`src/rtl/serial_add_ctrl.sv`:
```
// Bit-serial adder controller: one LSB-first add cell stepped over WIDTH cycles.
// Define SERIAL_ADD_SUB_EN to add the sub port (a - b via inverted b and carry-in 1).
module serial_add_ctrl #(
  parameter int WIDTH = 8
) (
  input  logic             clk,
  input  logic             rst_n,
  input  logic             start,
  input  logic [WIDTH-1:0] a,
  input  logic [WIDTH-1:0] b,
`ifdef SERIAL_ADD_SUB_EN
  input  logic             sub,
`endif
  output logic [WIDTH-1:0] sum,
  output logic             cout,
  output logic             busy,
  output logic             done
);

  localparam int CW = (WIDTH > 1) ? $clog2(WIDTH) : 1;
  localparam logic [CW-1:0] CNT_LAST = CW'(WIDTH - 1);
  localparam logic [CW-1:0] CNT_ONE  = CW'(1'b1);

  typedef enum logic [1:0] {
    IDLE  = 2'd0,
    SHIFT = 2'd1,
    DONE  = 2'd2
  } state_t;

  // Full-adder cell; returns {carry_out, sum_bit}.
  function automatic logic [1:0] add_cell(input logic x, input logic y, input logic c);
    logic p;
    p = x ^ y;
    return {(x & y) | (c & p), p ^ c};
  endfunction

  state_t           r_state;
  logic [WIDTH-1:0] r_a;
  logic [WIDTH-1:0] r_b;
  logic [WIDTH-1:0] r_sum;
  logic [CW-1:0]    r_cnt;
  logic             r_carry;
  logic             r_cout;
  logic             r_busy;
  logic             r_done;

  logic [1:0]       w_cell;
  logic [WIDTH-1:0] w_b_load;
  logic             w_c_init;

  assign w_cell = add_cell(r_a[0], r_b[0], r_carry);

`ifdef SERIAL_ADD_SUB_EN
  // Subtraction is a + ~b + 1, so only the b load and the initial carry differ.
  assign w_b_load = sub ? ~b : b;
  assign w_c_init = sub;
`else
  assign w_b_load = b;
  assign w_c_init = 1'b0;
`endif

  // Sequencer: state, operand/result shift registers and registered status outputs.
  always_ff @(posedge clk) begin
    if (!rst_n) begin
      r_state <= IDLE;
      r_a     <= '0;
      r_b     <= '0;
      r_sum   <= '0;
      r_cnt   <= '0;
      r_carry <= 1'b0;
      r_cout  <= 1'b0;
      r_busy  <= 1'b0;
      r_done  <= 1'b0;
    end else begin
      case (r_state)
        IDLE: begin
          r_done <= 1'b0;
          if (start) begin
            r_a     <= a;
            r_b     <= w_b_load;
            r_carry <= w_c_init;
            r_cnt   <= '0;
            r_busy  <= 1'b1;
            r_state <= SHIFT;
          end else begin
            r_busy  <= 1'b0;
          end
        end
        SHIFT: begin
          r_sum   <= {w_cell[0], r_sum[WIDTH-1:1]};
          r_a     <= {1'b0, r_a[WIDTH-1:1]};
          r_b     <= {1'b0, r_b[WIDTH-1:1]};
          r_carry <= w_cell[1];
          if (r_cnt == CNT_LAST) begin
            // Counter is left at its last value; the next start clears it.
            r_cout  <= w_cell[1];
            r_busy  <= 1'b0;
            r_done  <= 1'b1;
            r_state <= DONE;
          end else begin
            r_cnt   <= r_cnt + CNT_ONE;
          end
        end
        DONE: begin
          r_done  <= 1'b0;
          r_state <= IDLE;
        end
        default: begin
          r_busy  <= 1'b0;
          r_done  <= 1'b0;
          r_state <= IDLE;
        end
      endcase
    end
  end

  assign sum  = r_sum;
  assign cout = r_cout;
  assign busy = r_busy;
  assign done = r_done;

endmodule
```
`config.mk`:
```
export PLATFORM = sky130hd
export DESIGN_NAME = serial_add_ctrl
export DESIGN_NICKNAME = d
export VERILOG_FILES = /design/src/rtl/serial_add_ctrl.sv
export SDC_FILE = /design/constraint.sdc
export NUM_CORES = 1
export LEC_CHECK = 0
export ABC_CLOCK_PERIOD_IN_PS = 2250
export BUFFER_PORTS_ARGS = -buffer_cell sky130_fd_sc_hd__buf_2
export CAP_MARGIN = 10
export CORE_MARGIN = 2
export CORE_UTILIZATION = 25
export DETAILED_ROUTE_END_ITERATION = 12
export RECOVER_POWER = 25
export SLEW_MARGIN = 20
export SYNTH_ARGS = -nofsm -noshare
export SYNTH_HDL_FRONTEND = slang
export SYNTH_SLANG_ARGS = --single-unit
```
`constraint.sdc`:
```
create_clock -name clk -period 2.25 [get_ports clk]
set_input_delay 0.45 -clock clk [delete_from_list [all_inputs] [get_ports clk]]
set_output_delay 0.45 -clock clk [all_outputs]
set_load 0.02 [all_outputs]
```
==> flow_metrics.py <==
metrics = {
    "outcome": {
        "status": "finished clean",
    },
    "min_path": {
        "hp-class": "input port to register",
    },
    "sta": {
        "fin_skew_ps": 8.435,
        "hold_slack_ps": 444.6,
        "drv_slew": 0,
        "finalSetupViolCount": 0,
        "worst_pin_slew_ps": 681.5,
        "rsz0062_at_grt": "no",
        "setup_tns_ps": 0,
        "fin_crit_sh_pct": 67.08,
        "max_freq_ghz": 0.6625,
        "period_needed_ps": 1509,
        "slew_headroom_pct": 54.47,
        "worst_slack_ps": 740.7,
        "finalHoldViolCount": 0,
    },
    "clock_tree": {
        "clockRootBuffer": "clkbuf_8",
        "clk-insertion-delay-late_ps": 280,
        "numCtsBuffers": 5,
        "cts_setup_buffers": 0,
        "cts_tree": "built",
        "cts-resized-gates": 0,
        "htreeDepth": 2,
        "cts_hold_buf": 0,
        "cts_sinks": 33,
        "clkTransAtPathRegs_ps": 70,
        "cts_buffer_depth": 2,
    },
    "power": {
        "seqPwrFrac_pct": 52.6,
        "p_leak_nw": 0.6744,
        "power.switching_fraction_pct": 25.94,
        "clkPwrFrac_pct": 35.4,
        "p_sw_mw": 0.3126,
        "combPwrFrac_pct": 12.0,
        "vdd_drop_max_uv": 246.3,
        "cellInternalPower_mw": 0.8923,
        "p_per_area_nw_per_um2": 706.5,
    },
    "grt": {
        "grt_usage_pct": 10.21,
        "grt_start_max_net_pins": 34,
        "grt_pass1_vias": 1069,
        "grt_antenna_before_repair": 0,
        "grt_pass1_wl_mm": 4.995,
        "grt-ovfl-total": 0,
    },
    "yosys": {
        "post_synth_num_cell_types": 28,
        "mappedNetlistArea_sq_um": 1451,
        "ys_seq_elements": 33,
        "yosysWarnings": 0,
        "seq_area_frac_synth_pct": 45.52,
        "syn_nets": 177,
        "syn_area_per_cell_sq_um": 9.425,
        "netlist_instances": 154,
    },
    "die": {
        "die_x_um": 80.20,
        "coreArea_sq_um": 5540,
        "ioPinCount": 30,
        "initial_utilization_pct": 26.20,
        "dieArea_sq_um": 6431,
        "rows": 27,
        "fp.dieH_um": 80.20,
    },
    "placed_design": {
        "gp_congestion": 0.7470,
        "dp_slack_ps": 741.6,
        "numPortBuffers": 29,
        "dp_hpwl_mm": 2.067,
    },
    "run": {
        "drv_cap": 0,
    },
    "cells_and_area": {
        "area_growth_pct": 17.50,
        "seqCellArea_sq_um": 660.6,
        "final_common_cell": "dfxtp_1",
        "n_antenna_cell": 0,
        "nFillCells": 588,
        "drive_gt1_share_pct": 20.77,
        "finalNetCount": 205,
        "layout_common_cells": "33 x dfxtp_1, 21 x buf_2, 20 x nor2_1",
        "multiInputGateArea_sq_um": 695.7,
    },
    "worst_setup_path": {
        "reg2reg_setup_slack_ps": 740,
        "end_kind": "register",
        "cp_data_arrival_time_ps": 1730,
        "worstPathRequired_ps": 2470,
        "crit_slowest_cell": "nor2b_1",
        "cp-start-kind": "register",
        "slowest_delay_ps": 600,
        "critPathMaxFanout": 18,
        "crit_path_cell_trace": "buf_4 -> nor2b_1 -> nand3_1 -> a21oi_1",
        "crit_type": "register to register",
    },
    "route": {
        "drc": 0,
        "wl_per_cell_um": 11.67,
        "vias_per_cell": 4.522,
        "drt_first_pass_iters": 4,
        "antenna_left": 0,
        "totalWireLength_mm": 2.975,
        "dr_total_vias": 1153,
        "drt_iter0_markers": 47,
    },
}
logic make-up (layout without fill, tap and decap cells):
group	Yosys count	in the layout	share of synthesized area [%]
buffers and inverters	15	44	6.552
AND/OR/NAND/NOR	54	54	16.47
flip-flops	33	33	45.52
multiplexers	15	15	10.34
adder cells (fa/ha/maj)	4	4	3.966
AO/OA/AOI/OAI	33	33	17.16
synthesized netlist by cell type:
library cell | number | share of area (%)
clkbuf_4 | 1 | 0.52
a211oi_2 | 6 | 5.2
mux2i_1 | 15 | 10
a211oi_1 | 8 | 4.1
ha_1 | 3 | 2.6
buf_2 | 4 | 1.4
a21oi_1 | 10 | 3.4
o21ba_1 | 1 | 0.69
dfxtp_1 | 33 | 46
o21ai_0 | 1 | 0.34
nand3_1 | 5 | 1.7
nor4bb_1 | 1 | 0.69
nor2_1 | 20 | 5.2
and3b_1 | 1 | 0.60
nor2b_1 | 1 | 0.43
o21bai_1 | 1 | 0.52
nor4b_1 | 1 | 0.60
nand2b_1 | 1 | 0.43
buf_6 | 4 | 3.1
nor3b_1 | 1 | 0.52
inv_1 | 3 | 0.78
buf_1 | 1 | 0.26
fa_1 | 1 | 1.4
a22oi_1 | 3 | 1.6
a31oi_1 | 3 | 1.3
nand2_1 | 19 | 4.9
nor3_1 | 4 | 1.4
clkbuf_1 | 2 | 0.52
per-layer routing:
metal	part of all wire, %	wire, um	GRT usage, %
met4	1.1	33	4.576
met1	50	1500	13.77
met3	4.8	142	3.371
met2	44	1299	14.67
met5	0	0	0
state kept, by name (all words and copies together) (netlist names):
name     count
r_a          8
r_b          8
done         1
r_cnt        3
sum          8
r_state      2
cout         1
r_carry      1
busy         1
worst max-delay path, delay by kind of cell (launching register included):
kind | cells | cell delay (ps)
buf+inv | 1 | 240
flops | 1 | 330
simple gates | 2 | 750
compound gates | 1 | 140
cell type report:
cell class	count	area share [%]
inverter	3	0.6603
timing repair buffer	33	9.684
clock inverter	2	0.5869
multi-input combinational	106	40.79
tap	72	5.282
sequential	33	38.74
clock buffer	6	4.255
worst paths after layout:
path	end	start	depth (start not counted)
hold / removal	r_a[7]$_SDFFE_PN0P_	a[7]	3
hold reg to reg	sum[0]$_SDFFE_PN0N_	sum[0]$_SDFFE_PN0N_	2
setup reg to reg	cout$_SDFFE_PN0P_	r_state[0]$_SDFFE_PN0P_	4
setup / recovery	cout$_SDFFE_PN0P_	r_state[0]$_SDFFE_PN0P_	4
power by group through the flow:
stage	clock, mW	sequential, mW	combinational, mW
finish	0.426	0.633	0.145
CTS	0.441	0.633	0.148
floorplan	0	0.646	0.111
global placement	0	0.646	0.146
detailed placement	0	0.646	0.148
global route	0.469	0.638	0.165
per-stage QoR:
| step | utilization [%] | power [mW] | cell area, sq um | cells |
|---|---|---|---|---|
| final | 30.78 | 1.205 | 1705 | 255 |
| after global routing | 30.78 | 1.271 | 1705 | 255 |
| after CTS | 30.96 | 1.223 | 1715 | 255 |
| after detailed placement | 29.47 | 0.7944 | 1633 | 247 |
| after global placement | 29.47 | 0.7920 | 1633 | 247 |
| after floorplan | - | 0.7566 | 1451 | 154 |
No activity file was read; power rests on OpenSTA's default activity.
